### src/rtl/vga_controller.sv
// 640x480@60 VGA timing generator: pixel-rate divider, h/v counters, registered sync/blank
// decode, and a per-frame strobe with a wrapping frame counter.
module vga_controller #(
    parameter int unsigned CLK_DIV = 4,
    parameter int unsigned H_TOTAL = 800,
    parameter int unsigned H_SYNC  = 96,
    parameter int unsigned H_START = 144,
    parameter int unsigned H_END   = 784,
    parameter int unsigned V_TOTAL = 525,
    parameter int unsigned V_SYNC  = 2,
    parameter int unsigned V_START = 35,
    parameter int unsigned V_END   = 515
) (
    input  logic       Clk,
    input  logic       Reset,
    output logic       pixelEn,
    output logic [9:0] hCount,
    output logic [9:0] vCount,
    output logic       hSync,
    output logic       vSync,
    output logic       Bright,
    output logic       frameTick,
    output logic [7:0] frameCount
);

    localparam int unsigned DW = $clog2(CLK_DIV);

    logic [DW-1:0] div_q;
    logic          div_last;
    logic [9:0]    h_d;
    logic [9:0]    v_d;
    logic          frame_wrap;

    assign div_last = (div_q == DW'(CLK_DIV - 1));

    always_comb begin
        h_d        = hCount;
        v_d        = vCount;
        frame_wrap = 1'b0;
        if (div_last) begin
            if (hCount == 10'(H_TOTAL - 1)) begin
                h_d = 10'd0;
                if (vCount == 10'(V_TOTAL - 1)) begin
                    v_d        = 10'd0;
                    frame_wrap = 1'b1;
                end else begin
                    v_d = vCount + 10'd1;
                end
            end else begin
                h_d = hCount + 10'd1;
            end
        end
    end

    // Decode from the next-state counts so sync/blank switch on the same edge as the counters.
    always_ff @(posedge Clk) begin
        if (Reset) begin
            div_q      <= '0;
            pixelEn    <= 1'b0;
            hCount     <= 10'd0;
            vCount     <= 10'd0;
            hSync      <= 1'b0;
            vSync      <= 1'b0;
            Bright     <= 1'b0;
            frameTick  <= 1'b0;
            frameCount <= 8'd0;
        end else begin
            div_q      <= div_last ? '0 : div_q + 1'b1;
            pixelEn    <= div_last;
            hCount     <= h_d;
            vCount     <= v_d;
            hSync      <= (h_d >= 10'(H_SYNC));
            vSync      <= (v_d >= 10'(V_SYNC));
            Bright     <= (h_d >= 10'(H_START)) && (h_d < 10'(H_END)) &&
                          (v_d >= 10'(V_START)) && (v_d < 10'(V_END));
            frameTick  <= frame_wrap;
            frameCount <= frameCount + {7'd0, frame_wrap};
        end
    end

endmodule

### config.mk
export PLATFORM = sky130hd
export DESIGN_NAME = vga_controller
export DESIGN_NICKNAME = d
export VERILOG_FILES = /design/src/rtl/vga_controller.sv
export SDC_FILE = /design/constraint.sdc
export NUM_CORES = 1
export LEC_CHECK = 0
export CELL_PAD_IN_SITES_DETAIL_PLACEMENT = 0
export CELL_PAD_IN_SITES_GLOBAL_PLACEMENT = 1
export CORE_MARGIN = 4
export CORE_UTILIZATION = 40
export CTS_BUF_LIST = sky130_fd_sc_hd__clkbuf_4 sky130_fd_sc_hd__clkbuf_8
export CTS_CLUSTER_DIAMETER = 100
export CTS_CLUSTER_SIZE = 28
export DETAILED_ROUTE_END_ITERATION = 8
export PLACE_DENSITY = 0.82
export RECOVER_POWER = 25
export SYNTH_ARGS = -nofsm -noshare
export SYNTH_HDL_FRONTEND = slang
export SYNTH_SLANG_ARGS = --single-unit
### constraint.sdc
create_clock -name Clk -period 3 [get_ports Clk]
set_input_delay 0.9 -clock Clk [delete_from_list [all_inputs] [get_ports Clk]]
set_output_delay 0.9 -clock Clk [all_outputs]
set_load 0.02 [all_outputs]
### Word-level counts from Yosys, hierarchy flattened

Index checks and enable logic that the tools add are counted.

* word-level logic and storage cells: 34
* flip-flop bits (word level): 35
* input bits: 2

* order comparisons: 6
* equal/unequal tests: 3
* add/sub/neg operators: 4
* mux-type cells: 8
* reductions and logical operators: 4

Operators by type and width (number)
* 10-bit two-way mux: 5
* 10-bit by 1-bit adder with 10-bit output (second input constant): 2
* 10-bit equality test (second input constant): 2
* 10-bit less-than comparator (second input constant): 2
* 10-bit by 2-bit >= comparator with 1-bit output (second input constant): 1
* 10-bit by 6-bit >= comparator with 1-bit output (second input constant): 1
* 10-bit by 7-bit >= comparator with 1-bit output (second input constant): 1
* 10-bit by 8-bit >= comparator with 1-bit output (second input constant): 1
* 8-bit by 1-bit adder with 8-bit output: 1
* 1-bit logical AND: 3
* 1-bit two-way mux: 3
* 2-bit by 1-bit adder with 2-bit output (second input constant): 1
* 2-bit equality test (second input constant): 1
* 2-bit OR reduction: 1

### Depth between registers and ports, before layout

* depth after elaboration: 7
* gate-level depth with buffers: 11
* gate-level depth less buffers: 10

### Least setup slack after synthesis

No wires, ideal clock.

* kind: register to register
* from: register hCount[0]
* to: register frameCount[5]
* stages on the path, launching flop included: 12
* slack: 0.612 ns
* setup time: 0.128 ns
* data arrival time: 2.261 ns
* cells stage by stage: dfxtp_1 > ha_1 > nand3_4 > or3_1 > clkbuf_1 > buf_4 > nor2_1 > ha_1 > and3_1 > nand3_1 > xor2_1 > nor2_1

* cells in the longest elaborated chain, start to end: 4

Ends and longest elaborated chain
* from (decl): line 17 `output logic [9:0] hCount,`
* from (signal assigned): line 60 `hCount <= 10'd0;`
* from (signal assigned): line 70 `hCount <= h_d;`
* 10-bit equality test: line 41 `if (hCount == 10'(H_TOTAL - 1)) begin`
* 1-bit two-way mux: line 41
* 1-bit two-way mux: line 40 `if (div_last) begin`
* named net frame_wrap: line 32 `logic frame_wrap;`
* 8-bit by 1-bit adder with 8-bit output: line 77 `frameCount <= frameCount + {7'd0, frame_wrap};`
* to (signal assigned): line 77
* to (decl): line 23 `output logic [7:0] frameCount`

The timed path passes the listed nets, and every way through them passes these cells.
A chain may end at the register's enable or synchronous reset.

### Worst setup path after layout

* from: register hCount[3]
* to: output hCount[3]

No word-level cell between the ends.

==> results.toml <==
[floorplanning]
num_io_pins = 35
placementRows = 24
die_y_um = 76.36
die_w_um = 76.36
core-area_mm2 = 0.004444
initial_utilization = 0.4206
die_area_mm2 = 0.005831

[logic_synthesis]
ys_ff_latch = 35
synth-main-ff-cell = "dfxtp_1"
synth_edf_count = 0
yosys.cell_types.count = 52
synth_nets = 225
yosysSeqAreaShare = 0.3748
ys_async_sr_fraction = 0
yosysWarningCount = 0
avgSynthCellArea_um2 = 8.614
synth_area_mm2 = 0.001869
syn_inst = 217

[routing]
drc = 0
via_per_inst = 5.456
wirelength_um = 4326
post_drt_wl_per_cell_um = 14.18
first_iter_violations = 143
final_antenna_net_count = 0
vias = 1664
first_pass_iters = 4

[sta]
period_minus_slack_ns = 2.437
finalClockSkew_ns = 0.004475
post-route-period-util = 0.8122
finalWorstSetupSlack_ns = 0.5634
fin_tns_setup_ns = 0
hold_viol = 0
hold_ws_ns = 0.4595
worst_slew_pin_slew_ns = 0.6516
drv_slew = 0
setup_viol = 0
rsz0062_at_grt = "no"
max_freq_mhz = 410.4
maxSlewHeadroom = 0.5656

[critical_path]
path_class = "reg2out"
arrival_ns = 1.54
end_kind = "output port"
slowest_stage = "clkdlybuf4s50_1"
required_ns = 2.10
cp-start-kind = "flop"
crit_path_max_incr_delay_ns = 0.68
crit_fanout = 9
path_delay_family = "buffers and inverters"
cp_cell_sequence = "clkdlybuf4s50_1"
worst-path-buf-inv = 1

[clock_tree]
postCtsSetupRepairBufs = 0
cts_buffer_depth = 2
insertion_delay_ns = 0.29
cts-root-buf = "clkbuf_8"
cts_tree = "done"
cts_htree_levels = 2
ctsHoldBuffers = 0
cts_inserted_buffers = 5
cts_resized = 0
cts.sinks = 35
clk_pin_slew_ns = 0.07

[global_route]
grt_overflow = 0
grt_pass1_wl_um = 7583
grt_start_max_net_pins = 16
grt_pass1_vias = 1611
grt_usage = 0.1592
grt_antenna_before_repair = 0

[power_and_ir_drop]
power_density_mw_per_mm2 = 392.3
p_leak_nw = 0.8135
ir_worst_vdd_mv = 0.3052
p_total_mw = 0.9243

[run_status]
status = "completed"

[place]
dp_slack_ns = 0.6859
gp_congestion = 0.7452
portBuffers = 34
dp.cells = 297
placed_area_mm2 = 0.002255
place_hpwl_um = 3136

[flow_run]
cap_violations = 0

[layout]
layout_commonest_cell = "dfxtp_1"
diodes = 0
syn_to_final_growth_pct = 26.04
final_cell_mix = "dfxtp_1, clkdlybuf4s50_1, nor2_1, nand2_1, nor3_1"
final_util = 0.5301
final_net_count = 260
postLayoutCellArea_mm2 = 0.002356
drive_gt1_frac = 0.08696
stdcell_count = 305

[worst_hold_path]
hp-class = "reg2reg"
## final timing paths
path              startpoint       endpoint  slack [ns]  cells past startpoint
setup / recovery   hCount[3]      hCount[3]        0.56                      1
hold / removal      div_q[0]       div_q[0]        0.46                      1
setup reg to reg   hCount[0]  frameCount[5]        0.62                     10
hold reg to reg     div_q[0]       div_q[0]        0.46                      1
## registers in the layout (all words and copies together), names as in the netlist
name / cells
vCount: 10
frameCount: 8
frameTick: 1
Bright: 1
pixelEn: 1
hCount: 10
hSync: 1
vSync: 1
div_q: 2
## routing by layer
| metal | global-route usage | vias to the layer above | wire length [µm] | part of all wire |
|---|---|---|---|---|
| li1 | - | 850 | - | - |
| met1 | 0.2080 | 773 | 2061 | 0.48 |
| met2 | 0.2504 | 39 | 2033 | 0.47 |
| met3 | 0.04610 | 2 | 198 | 0.046 |
| met4 | 0.05435 | 0 | 33 | 0.0076 |
| met5 | 0 | - | 0 | 0 |
## cells in the mapped netlist (all sizes together), types with 3 or more instances
cell type	count	area, µm²
dfxtp	35	700.7
nor2	28	105.1
nor3	17	100.1
nand2	14	52.55
nand3	12	72.57
a21oi	11	55.05
xnor2	8	70.07
nor2b	7	46.30
xor2	7	61.31
clkbuf	6	22.52
ha	6	75.07
o21ai	6	30.03
a31oi	5	37.53
buf	5	35.02
nand3b	4	42.54
or3	4	30.03
and3	3	18.77
inv	3	11.26
nand2b	3	18.77
nand4	3	18.77
nor4	3	18.77
o31ai	3	22.52
## kinds of logic after synthesis
logic type,after synthesis,share of synthesized area
XOR/XNOR,15,0.07028
buffers and inverters,14,0.03681
adder cells (fa/ha/maj),6,0.04016
flip-flops,35,0.3748
AND/OR/NAND/NOR,107,0.3313
multiplexers,1,0.005355
AO/OA/AOI/OAI,39,0.1412
## layout make-up
| class | count | area (µm²) |
|---|---|---|
| Tap cell | 52 | 65.06 |
| Inverter | 3 | 11.26 |
| Timing Repair Buffer | 39 | 366.6 |
| Clock buffer | 5 | 68.82 |
| Sequential cell | 35 | 700.7 |
| Multi-Input combinational cell | 168 | 1100 |
| Fill cell | 429 | 2088 |
| Clock inverter | 3 | 43.79 |
## power by group
part,total (mW),leakage (nW),switching (mW),internal [mW]
Sequential,0.472,0.282,0.00299,0.469
Combinational,0.0254,0.473,0.0155,0.00990
Clock,0.427,0.0581,0.179,0.247
Power figures use the tool's default switching activity.
